File: src/rtl/id_ex_stage.sv
`default_nettype none
// ============================================================================
//  Module      : id_ex_stage
//  Description : ID/EX pipeline register with operand forwarding muxes,
//                flush / hold / bubble control and an optional bubble
//                counter enabled by the macro BUBBLE_COUNT_EN.
//  Revision    : 1.0 - initial release
// ============================================================================
module id_ex_stage #(
  parameter int DATA_W = 32,
  parameter int REG_W  = 5
) (
  input  logic              clk,
  input  logic              rst_n,
  input  logic [1:0]        pa_selector,
  input  logic [1:0]        pb_selector,
  input  logic              nop_signal,
  input  logic              flush,
  input  logic              ex_hold,
  input  logic              id_valid,
  input  logic [DATA_W-1:0] id_pa,
  input  logic [DATA_W-1:0] id_pb,
  input  logic [DATA_W-1:0] id_imm,
  input  logic [DATA_W-1:0] id_pc,
  input  logic [DATA_W-1:0] ex_result,
  input  logic [DATA_W-1:0] mem_result,
  input  logic [DATA_W-1:0] wb_result,
  input  logic [REG_W-1:0]  id_rd,
  input  logic              id_rf_enable,
  input  logic              id_load,
  input  logic              id_store,
  input  logic [3:0]        id_alu_op,
`ifdef BUBBLE_COUNT_EN
  output logic [15:0]       bubble_count,
`endif
  output logic              ex_valid,
  output logic              ex_rf_enable,
  output logic              ex_load_instruction,
  output logic              ex_store,
  output logic [DATA_W-1:0] ex_a,
  output logic [DATA_W-1:0] ex_b,
  output logic [DATA_W-1:0] ex_imm,
  output logic [DATA_W-1:0] ex_pc,
  output logic [REG_W-1:0]  ex_rd,
  output logic [3:0]        ex_alu_op
);

  logic [DATA_W-1:0] w_op_a;
  logic [DATA_W-1:0] w_op_b;
  logic              w_bubble;

  logic              valid_q, valid_d;
  logic              rf_en_q, rf_en_d;
  logic              load_q,  load_d;
  logic              store_q, store_d;
  logic [DATA_W-1:0] a_q,     a_d;
  logic [DATA_W-1:0] b_q,     b_d;
  logic [DATA_W-1:0] imm_q,   imm_d;
  logic [DATA_W-1:0] pc_q,    pc_d;
  logic [REG_W-1:0]  rd_q,    rd_d;
  logic [3:0]        alu_q,   alu_d;

  // Forwarding muxes: pick the freshest copy of each operand.
  always_comb begin
    unique case (pa_selector)
      2'b00:   w_op_a = id_pa;
      2'b01:   w_op_a = ex_result;
      2'b10:   w_op_a = mem_result;
      default: w_op_a = wb_result;
    endcase
    unique case (pb_selector)
      2'b00:   w_op_b = id_pb;
      2'b01:   w_op_b = ex_result;
      2'b10:   w_op_b = mem_result;
      default: w_op_b = wb_result;
    endcase
  end

  assign w_bubble = nop_signal | ~id_valid;

  // Next-state selection: flush beats hold, hold beats bubble, bubble beats load.
  always_comb begin
    valid_d = valid_q;
    rf_en_d = rf_en_q;
    load_d  = load_q;
    store_d = store_q;
    a_d     = a_q;
    b_d     = b_q;
    imm_d   = imm_q;
    pc_d    = pc_q;
    rd_d    = rd_q;
    alu_d   = alu_q;
    if (flush || (!ex_hold && w_bubble)) begin
      valid_d = 1'b0;
      rf_en_d = 1'b0;
      load_d  = 1'b0;
      store_d = 1'b0;
      a_d     = '0;
      b_d     = '0;
      imm_d   = '0;
      pc_d    = '0;
      rd_d    = '0;
      alu_d   = '0;
    end else if (!ex_hold) begin
      valid_d = 1'b1;
      // Never schedule a write-back to x0.
      rf_en_d = id_rf_enable & (id_rd != '0);
      load_d  = id_load;
      store_d = id_store;
      a_d     = w_op_a;
      b_d     = w_op_b;
      imm_d   = id_imm;
      pc_d    = id_pc;
      rd_d    = id_rd;
      alu_d   = id_alu_op;
    end
  end

  // Pipeline register; reset drops straight into the bubble state.
  always_ff @(posedge clk or negedge rst_n) begin
    if (!rst_n) begin
      valid_q <= 1'b0;
      rf_en_q <= 1'b0;
      load_q  <= 1'b0;
      store_q <= 1'b0;
      a_q     <= '0;
      b_q     <= '0;
      imm_q   <= '0;
      pc_q    <= '0;
      rd_q    <= '0;
      alu_q   <= '0;
    end else begin
      valid_q <= valid_d;
      rf_en_q <= rf_en_d;
      load_q  <= load_d;
      store_q <= store_d;
      a_q     <= a_d;
      b_q     <= b_d;
      imm_q   <= imm_d;
      pc_q    <= pc_d;
      rd_q    <= rd_d;
      alu_q   <= alu_d;
    end
  end

  assign ex_valid            = valid_q;
  assign ex_rf_enable        = rf_en_q;
  assign ex_load_instruction = load_q;
  assign ex_store            = store_q;
  assign ex_a                = a_q;
  assign ex_b                = b_q;
  assign ex_imm              = imm_q;
  assign ex_pc               = pc_q;
  assign ex_rd               = rd_q;
  assign ex_alu_op           = alu_q;

`ifdef BUBBLE_COUNT_EN
  logic [15:0] cnt_q, cnt_d;
  logic        w_cnt_evt;

  // Only hazard-driven bubbles count; empty ID slots are not stalls.
  assign w_cnt_evt = flush | (~ex_hold & nop_signal);

  // Saturating bubble counter.
  always_comb begin
    cnt_d = cnt_q;
    if (w_cnt_evt && (cnt_q != 16'hFFFF)) begin
      cnt_d = cnt_q + 16'd1;
    end
  end

  // Counter register.
  always_ff @(posedge clk or negedge rst_n) begin
    if (!rst_n) begin
      cnt_q <= '0;
    end else begin
      cnt_q <= cnt_d;
    end
  end

  assign bubble_count = cnt_q;
`endif

endmodule
`default_nettype wire

File: config.mk
export PLATFORM = sky130hd
export DESIGN_NAME = id_ex_stage
export DESIGN_NICKNAME = d
export VERILOG_FILES = /design/src/rtl/id_ex_stage.sv
export SDC_FILE = /design/constraint.sdc
export NUM_CORES = 1
export LEC_CHECK = 0
export BUFFER_PORTS_ARGS = -buffer_cell sky130_fd_sc_hd__buf_2
export CAP_MARGIN = 0
export CELL_PAD_IN_SITES_DETAIL_PLACEMENT = 1
export CELL_PAD_IN_SITES_GLOBAL_PLACEMENT = 2
export CORE_MARGIN = 5
export CORE_UTILIZATION = 26
export DETAILED_ROUTE_END_ITERATION = 6
export GPL_TIMING_DRIVEN = 0
export PLACE_DENSITY = 0.88
export SETUP_SLACK_MARGIN = 0.4
export SYNTH_ARGS = -nofsm -noshare
export SYNTH_HDL_FRONTEND = slang
export SYNTH_SLANG_ARGS = --single-unit
File: constraint.sdc
create_clock -name clk -period 0.8 [get_ports clk]
set_input_delay 0.04 -clock clk [delete_from_list [all_inputs] [get_ports clk]]
set_output_delay 0.04 -clock clk [all_outputs]
set_load 0.01 [all_outputs]
==> out/results.tsv <==
metric	value	unit
status	finished, violations left	
failed_checks	negative hold slack, negative setup slack	
worst-path-stages	1	
crit_path_end	ex_pc[17]	
row_count	58	
clk_latency	410	ps
cp_slowest_cell	dfrtp_1	
fin_crit	1070	ps
maxSlewViolCount	0	
ys_seq_area_share	54.1	%
crit_chain	buf_2	
grt_usage	22.7	%
ir_drop	1.12	mV
ctsHtreeMaxLevel	4	
synth_top_family_by_area	compound AO/OA/AOI/OAI gates	
grt_use_met3	7.40	%
port_buffers	383	
grt_pass1_vias	7803	
synth_top_area_share	54.1	%
cp_slowest_stage_delay	440	ps
max_freq	936	MHz
muxShareOfSynthArea	11.4	%
rsz0062_at_grt	true	
ys_warn_count	0	
vias	7083	
worst_hold_path_type	in -> async	
grt.overflow.total	0	
yosys.area.top_type	dfrtp_1	
drc	0	
synth_area_leaders	dfrtp_1, a22o_1, mux4_2	
routed_wirelength	35.2	mm
dieArea	28300	um2
synthesis.nets	747	
crit_path_max_fanout	2	
ys_ff_latch	141	
r2r-end	ex_imm[1]	
crit_family	flip-flops	
grtUsageMet2	39.2	%
end_kind	output port	
grtUsageMet1	26.2	%
grt_max_degree	81	
clock-sinks	141	
fp.dieH	168	um
syn_inst	501	
viasPerCell	4.98	
cp.arrival	1030	ps
path_clk_slew	70	ps
fin_skew	0	ps
grt_pass1_wl	48.8	mm
pin_count	387	
drive_above_1_share	66.5	%
worst_pin_slew	624	ps
power_density	1530	nW/um2
die_x	168	um
cp.required	760	ps
worst-path-buf-inv	1	
start_util	26.1	%
mostFrequentLayoutCell	buf_2	
synth_fa_ha_area_share	0	%
final_cells	1422	
synth-compound-area-share	24.9	%
place_congestion	0.808	
power.leakage	6.32	nW
setup_viol	280	
place_ws	-998	ps
core_area	25000	um2
syn-cell-area	6520	um2
dp_hpwl	22.7	mm
synth_simple_gate_area_share	5.57	%
hold_viol	248	
post_synth.cell_area_avg	13.0	um2
dp_cells	1215	
routedWlPerCell	24.7	um
ant_nets	0	
yosysUniqueCellTypes	19	
numCtsBuffers	17	
rrSetupSlack	-190	ps
clockRootBuffer	clkbuf_16	
worst_r2r_path_depth	3	
r2r_start	ex_imm[1]	
synth_xor_area_share	0	%
cts_buffer_depth	2	
nets	1323	
relSlewSlack	58.4	%
period_share	134	%
antenna_found_initial	11	
first_pass_iters	4	
cts_tree	done	
cp-startpoint	ex_pc[17]	
mostFrequentLayoutCells	buf_2, buf_6, dfrtp_1, a22o_1, buf_4	
fin_hold_ws	-492	ps
start_kind	flop	
area_growth	94.9	%
criticalPathCategory	reg -> out	
setup_slack	-269	ps
drt_iter0_drc	364	
busiest_layer	met2	
drv_cap	0	
[how the worst min path moves through the flow]
stage	cells after the start	endpoint	start
after floorplan	0	ex_a[0]	rst_n
after global placement	2	ex_pc[2]	id_pc[2]
after detailed placement	1	ex_pc[8]	rst_n
after CTS	1	ex_pc[8]	rst_n
after global routing	1	ex_rd[1]	rst_n
final	1	ex_rd[2]	rst_n
[sequential cells by signal (all words and copies together), names as in the netlist]
| register | cells |
|---|---|
| ex_valid | 1 |
| ex_load_instruction | 1 |
| ex_imm | 32 |
| ex_store | 1 |
| ex_pc | 32 |
| ex_rf_enable | 1 |
| ex_a | 32 |
| ex_alu_op | 4 |
| ex_b | 32 |
| ex_rd | 5 |
[cell usage after synthesis]
master / n
a211oi_1: 31
a21o_1: 1
a22o_1: 108
a32o_1: 1
buf_1: 2
buf_2: 23
buf_4: 1
buf_6: 3
clkbuf_1: 26
dfrtp_1: 141
mux4_2: 33
nand2_1: 33
nand2b_1: 1
nor2_1: 1
nor2b_1: 32
nor3_1: 1
nor4b_4: 1
o21ai_1: 31
o221ai_1: 31
[worst register-to-register path, stage by stage, from the launching register on]
cell and delay [ps]:
dfrtp_1 410, buf_6 130, buf_6 100, a22o_1 220
[cells by family (layout without fill, tap and decap cells)]
logic type / count (synthesis) / count (layout)
mux: 33 / 33
flops: 141 / 141
compound gates: 203 / 203
other cells: 0 / 2
buf+inv: 55 / 644
simple gates: 69 / 69
[layer usage]
layer  wire length, um  up-vias
li1                  -     3151
met1             13500     3526
met2             17700      315
met3              2690       77
met4              1130       14
met5                78        -
[area by class of cell]
class | instances | area, um2
antenna | 2 | 5.00
buffer | 55 | 608
clock buffer | 18 | 439
clock inverter | 14 | 171
fill | 2666 | 12300
multi-input combinational | 305 | 3030
sequential | 141 | 3530
tap | 330 | 413
timing repair buffer | 557 | 4510
[where the power goes]
part	leakage [nW]	total (mW)	internal (mW)	switching, mW
clock network	0.298	8.46	4.82	3.65
registers	1.95	7.45	7.31	0.141
logic	4.07	3.48	1.87	1.60
total	6.32	19.4	14.0	5.39
[through the flow]
step	total power, mW	TNS (ps)	instance area (um2)	util (%)
after global placement	10.1	-468060	9310	37.3
final	19.4	-39230	12700	50.9
after CTS	19.3	-35100	11800	47.1
after global routing	20.3	-48390	12700	50.9
after floorplan	8.74	-26540	6980	-
after detailed placement	10.2	-124350	9350	37.4
[what timing repair did]
action / 4_1_cts / 5_1_grt
hold endpoints to repair: 168 / 200
pin swaps: 24 / 55
endpoints found under the setup margin: 362 / 362
cloned: 17 / 0
setup buffers: 89 / 67
resized for setup: 151 / 99
Note: power is estimated with default switching activity, not from simulation.
